<file path="src/rtl/req_gnt_sync_if.sv">
// req_gnt_sync_if: clocked boundary between a stimulus agent and a one-bit
// request/grant link. Drives req from agent commands through a fixed-latency
// pipeline, samples gnt through a register chain, and reports grant edges and
// a grant-wait counter with a timeout flag.
module req_gnt_sync_if #(
  parameter int unsigned OUT_DLY = 0,
  parameter int unsigned IN_SYNC = 1,
  parameter int unsigned CNT_W   = 8,
  parameter int unsigned TIMEOUT = 16
) (
  input  logic             clk,
  input  logic             rst_n,
  input  logic             drv_req,
  input  logic             drv_req_en,
  input  logic             drv_toggle,
  input  logic             gnt,
  output logic             req,
  output logic             smp_req,
  output logic             smp_gnt,
  output logic             gnt_rise,
  output logic             gnt_fall,
  output logic [CNT_W-1:0] wait_cnt,
  output logic             timeout
);

  // Stage 0 holds the newest accepted target; stage OUT_DLY drives req.
  localparam int unsigned      PIPE_W  = OUT_DLY + 1;
  localparam logic [CNT_W-1:0] CNT_MAX = '1;
  localparam logic [CNT_W-1:0] TO_VAL  = CNT_W'(TIMEOUT);

  logic [PIPE_W-1:0]  pipe_q;
  logic [PIPE_W-1:0]  pipe_nxt_c;
  logic               tgt_c;
  logic [IN_SYNC-1:0] sync_q;
  logic [IN_SYNC-1:0] sync_nxt_c;
  logic               smp_nxt_c;

  // Drive target selection: explicit value wins over toggle, else hold.
  always_comb begin
    tgt_c = pipe_q[0];
    if (drv_req_en) begin
      tgt_c = drv_req;
    end else if (drv_toggle) begin
      tgt_c = ~pipe_q[0];
    end
  end

  // Next state of the req pipeline: shift toward req, new target enters stage 0.
  always_comb begin
    pipe_nxt_c    = pipe_q << 1;
    pipe_nxt_c[0] = tgt_c;
  end

  // Next state of the gnt sampling chain; its top bit is the next smp_gnt.
  always_comb begin
    sync_nxt_c    = sync_q << 1;
    sync_nxt_c[0] = gnt;
    smp_nxt_c     = sync_nxt_c[IN_SYNC-1];
  end

  // Req pipeline register; every command is kept, none overwritten in flight.
  always_ff @(posedge clk) begin
    if (!rst_n) begin
      pipe_q <= '0;
    end else begin
      pipe_q <= pipe_nxt_c;
    end
  end

  // Gnt sampling chain register.
  always_ff @(posedge clk) begin
    if (!rst_n) begin
      sync_q <= '0;
    end else begin
      sync_q <= sync_nxt_c;
    end
  end

  // Grant edge pulses: registered compare of the next smp_gnt with the current one.
  always_ff @(posedge clk) begin
    if (!rst_n) begin
      gnt_rise <= 1'b0;
      gnt_fall <= 1'b0;
    end else begin
      gnt_rise <= smp_nxt_c & ~sync_q[IN_SYNC-1];
      gnt_fall <= ~smp_nxt_c & sync_q[IN_SYNC-1];
    end
  end

  // Grant-wait counter: counts while requesting without grant, saturates, clears otherwise.
  always_ff @(posedge clk) begin
    if (!rst_n) begin
      wait_cnt <= '0;
    end else if (!req || smp_gnt) begin
      wait_cnt <= '0;
    end else if (wait_cnt != CNT_MAX) begin
      wait_cnt <= wait_cnt + CNT_W'(1);
    end
  end

  assign req     = pipe_q[OUT_DLY];
  assign smp_req = pipe_q[OUT_DLY];
  assign smp_gnt = sync_q[IN_SYNC-1];
  assign timeout = (wait_cnt >= TO_VAL);

endmodule

</file>
<file path="config.mk">
export PLATFORM = sky130hd
export DESIGN_NAME = req_gnt_sync_if
export DESIGN_NICKNAME = d
export VERILOG_FILES = /design/src/rtl/req_gnt_sync_if.sv
export SDC_FILE = /design/constraint.sdc
export NUM_CORES = 1
export LEC_CHECK = 0
export CAP_MARGIN = 20
export CORE_MARGIN = 5
export CORE_UTILIZATION = 30
export CTS_CLUSTER_DIAMETER = 200
export DETAILED_ROUTE_END_ITERATION = 6
export SETUP_SLACK_MARGIN = 0.1
export SYNTH_ARGS = -nofsm -noshare
export SYNTH_HDL_FRONTEND = slang
export SYNTH_SLANG_ARGS = --single-unit
</file>
<file path="constraint.sdc">
create_clock -name clk -period 1.4 [get_ports clk]
set_input_delay 0.21 -clock clk [delete_from_list [all_inputs] [get_ports clk]]
set_output_delay 0.21 -clock clk [all_outputs]
set_load 0.01 [all_outputs]
</file>
# [After elaboration in Yosys (flattened, before gate mapping)]
# Index checks and enable logic that the tools add are counted.
[word_totals] regBits=12 input_bits=6 out_inout_bits=14
[classes] add_sub_neg=1 magnitude_cmp=1 eq_ne=1 n_mux=2 bitwise_logic=6 reduce_logical=4
[ops] op="$add A8 B1 Y8 const B" n=1
[ops] op="$ge A8 B5 Y1 const B" n=1
[ops] op="$ne A8 B8 Y1 const B" n=1
[ops] op="$not A1 Y1" n=4
[ops] op="$and A1 B1 Y1" n=2
[ops] op="$mux W1" n=2
[ops] op="$reduce_bool A2 Y1" n=1
[ops] op="$reduce_or A2 Y1" n=1
[ops] op="$logic_not A1 Y1" n=1
[ops] op="$logic_or A1 B1 Y1" n=1

# [Depth between registers and ports, before layout]
[depth] ltp_word=3 ltp_mapped=5

# [Worst setup path before layout]
# No wires, ideal clock.
[synth_path] kind="reg-to-reg" startpoint="register wait_cnt[0]" endpoint="register wait_cnt[3]" setup_time_ns=0.067 arrival_ns=1.339 required_ns=1.333 setup_slack_ns=-0.006 stages_incl_launch_ff=6 n_path_buf=1 synth_period_minus_slack_ns=1.406 path_cell_list="dfxtp_1 -> ha_1 -> and3_4 -> buf_6 -> a2111o_1 -> o21ai_2"
[synth_between] elab_chain_cells=1 elab_cells_between_ends=2 cone_classes="add/sub: 1; eq/ne: 1"
[synth_lines] element="from (decl)" line="22" rtl="output logic [CNT_W-1:0] wait_cnt,"
[synth_lines] element="from (signal assigned)" line="97" rtl="wait_cnt <= wait_cnt + CNT_W'(1);"
[synth_lines] element="$add A8 B1 Y8 or $ne A8 B8 Y1 (tied branches)" line="97, 96"
# Several ways; a longest one is shown, not always the timed one.
# A chain may end at the register's enable or synchronous reset.

# [Worst setup path in the final report]
[layout_path] startpoint="register wait_cnt[6]" endpoint="output timeout"
[layout_between] elab_chain_cells=1
[layout_lines] element="$ge A8 B5 Y1" line="104" rtl="assign timeout = (wait_cnt >= TO_VAL);"
[layout_lines] element="to (decl)" line="23" rtl="output logic timeout"
# No other way between the ends.

==> impl_metrics.py <==
metrics = {
    "outcome": {
        "status": "complete, but fails checks",
        "failed_checks": "negative setup slack",
    },
    "sta": {
        "setup_viol": 1,
        "fin_ws_ps": -65.78,
        "fin_worst_skew_ps": 1.203,
        "min_period_over_period_pct": 104.7,
        "worst_slew_pin_slew_ps": 236.6,
        "rsz0062_at_grt": "true",
        "period_minus_slack_ps": 1466,
        "final_hold_viol_count": 0,
        "relSlewSlack_pct": 84.01,
        "fmax_mhz": 682.2,
        "slew_violations": 0,
    },
    "floorplan": {
        "rows": 16,
        "die_h_um": 54.23,
        "initial_core_util_pct": 30.53,
        "design.core.area_um2": 1922,
        "ioPinCount": 20,
        "die_x_um": 54.23,
        "fp.dieArea_um2": 2940,
    },
    "drt": {
        "antenna_left": 0,
        "dr.first_iter.drc_count": 4,
        "via_count": 556,
        "avgRoutedWirePerCell_um": 10.76,
        "routed_wl_um": 1291,
        "route.detailed.drc": 0,
        "drt_first_pass_iters": 2,
        "viasPerCell": 4.633,
    },
    "global_routing": {
        "grt.overflow.total": 0,
        "antenna_found_initial": 0,
        "grt_usage_pct": 10.56,
        "grt_max_degree": 12,
        "grt_pass1_wl_um": 2221,
        "grt_pass1_vias": 549,
    },
    "power_and_ir_drop": {
        "p_comb_share_pct": 8.2,
        "power_leakage_nw": 0.3850,
        "clkPwrFrac_pct": 40.7,
        "internal_power_mw": 0.5406,
        "p_per_area_nw_per_um2": 770.6,
        "sw_frac_of_total_pct": 22.01,
        "p_sw_mw": 0.1526,
        "power_mw": 0.6932,
        "vdd_drop_max_uv": 502.8,
        "seqPwrFrac_pct": 51.2,
    },
    "synth": {
        "ys.warnings.count": 0,
        "synth_area_leaders": "dfxtp_1 41%, a21oi_1 4.3%, ha_1 4.3%",
        "synth_most_common_cell": "dfxtp_1",
        "yosysUniqueCellTypes": 31,
        "syn_nets": 72,
        "synth_edf_count": 0,
        "syn-cell-area_um2": 586.8,
        "syn_avg_cell_area_um2": 9.169,
        "yosysTopAreaCell": "dfxtp_1",
        "synthArstFlopShare_pct": 0,
        "synth_seq_area_share_pct": 40.94,
        "ys_ff_latch": 12,
        "postSynthCellCount": 64,
        "synth_top_flop_cell": "dfxtp_1",
        "synth_top_area_share_pct": 40.94,
        "synth_common_cells": "12 x dfxtp_1, 6 x nand2_1, 5 x a21oi_1",
    },
    "critical_path": {
        "cp_data_required_time_ps": 1190,
        "critPathLaunch": "wait_cnt[6]",
        "path_class": "flop to output port",
        "r2r_cells": 4,
        "critical-path-top-delay-family": "simple AND/OR/NAND/NOR gates",
        "r2r_slack_ps": 160,
        "r2r-start": "wait_cnt[1]",
        "path_buf_inv": 1,
        "cp_slowest_cell": "or4_1",
        "cp.depth": 2,
        "cp.arrival_ps": 1260,
        "r2r-end": "wait_cnt[3]",
        "crit_path_end_kind": "output port",
        "start_kind": "flop",
        "crit_fanout": 2,
        "path_cells": "or4_1 > buf_2",
        "slowest_delay_ps": 500,
    },
    "clocking": {
        "cts.clk_slew.worst_paths_ps": 80,
        "h-tree-depth": 1,
        "cts_sinks": 12,
        "insertion_delay_ps": 280,
        "numCtsBuffers": 3,
        "root_buffer": "clkbuf_4",
        "clockBufferDepth": 2,
        "cts_hold_buf": 0,
        "cts_tree": "yes",
    },
    "hold_path": {
        "holdPathEnd": "gnt_fall",
        "holdPathStages": 2,
        "hp-start": "smp_gnt",
        "hold_class": "flop to flop",
    },
    "cells_and_area": {
        "seqCellArea_um2": 250.2,
        "drive_gt1_share_pct": 27.96,
        "multi_input_area_um2": 331.6,
        "synthToLayoutAreaGrowth_pct": 53.30,
        "nets": 102,
        "fillCellCount": 210,
        "diodes": 0,
    },
    "placement": {
        "dp_hpwl_um": 1024,
        "gp_congestion": 0.7441,
        "io_buffers": 19,
        "place_ws_ps": -109.3,
    },
    "flow_run": {
        "maxCapViolations": 0,
    },
}
sequential cells by signal, summed over array words and instances (netlist names):
name      cells
gnt_rise      1
smp_gnt       1
wait_cnt      8
req           1
gnt_fall      1
worst reg2reg max path, cell delays in order, from the launching register on:
cell and delay (ps):
dfxtp_4 370, ha_4 170, and3_4 210, a2111o_1 370, o21ai_2 60
layout by cell type, fill, tap and decap left out, types with 2 or more instances in the layout:
cell type | synthesis | layout
and2_1 | 3 | 3
clkdlybuf4s50_1 | 0 | 5
dfxtp_1 | 12 | 6
nand2_1 | 6 | 6
dfxtp_2 | 0 | 5
nor2_1 | 2 | 2
buf_4 | 2 | 9
nor3_1 | 4 | 4
inv_1 | 3 | 3
dlygate4sd2_1 | 0 | 13
nand3_1 | 4 | 4
a21oi_1 | 5 | 5
clkbuf_4 | 0 | 3
area by class of cell:
cell class                 count  share of cell area (%)
sequential                    12                   27.82
clock buffer                   4                   4.033
tap                           27                   3.755
inverter                       3                   1.252
timing repair buffer          28                   26.29
multi-input combinational     46                   36.86
per-stage QoR:
stage / std cells / utilization (%) / TNS [ps] / hold slack, ps / area (um^2)
3_3_place_gp: 114 / 44.47 / -91.52 / 468.9 / 854.6
5_1_grt: 120 / 46.81 / -125.1 / 480.8 / 899.6
2_1_floorplan: 64 / - / 0 / 282.0 / 604.3
3_5_place_dp: 114 / 44.47 / -109.3 / 472.8 / 854.6
6_report: 120 / 46.81 / -65.78 / 479.7 / 899.6
4_1_cts: 118 / 45.51 / -67.27 / 482.3 / 874.6
layer usage:
metal / vias up / track usage [%] / wire length, um
li1: 286 / - / -
met1: 250 / 12.91 / 614
met5: - / 0 / 0
met3: 2 / 4.360 / 102
met2: 18 / 16.53 / 562
met4: 0 / 3.734 / 11
how the worst max path moves through the flow:
stage	end
finish	timeout
detailed placement	timeout
global placement	timeout
floorplan	wait_cnt[3]
global route	timeout
CTS	timeout
repair_timing:
| item | CTS | global route |
|---|---|---|
| gates resized for setup | 21 | 3 |
| buffers inserted | 0 | 3 |
| pin swaps | 0 | 4 |
| setup endpoints to repair | 17 | 2 |
power groups by stage:
stage / clock network, mW / logic (mW) / registers (mW)
finish: 0.282 / 0.0566 / 0.355
global route: 0.310 / 0.0625 / 0.356
CTS: 0.290 / 0.0574 / 0.355
detailed placement: 0 / 0.0638 / 0.363
global placement: 0 / 0.0630 / 0.363
floorplan: 0 / 0.0215 / 0.366
logic make-up after synthesis:
family / after synthesis / share of synthesized area (%)
buffers and inverters: 6 / 6.396
muxes: 1 / 1.706
and+or+nand+nor: 29 / 28.79
AOI/OAI and AO/OA: 13 / 16.42
adders and majority gates: 2 / 4.264
xor gates and xnor gates: 1 / 1.493
DFF: 12 / 40.94
Note: power is estimated with default switching activity, not from simulation.
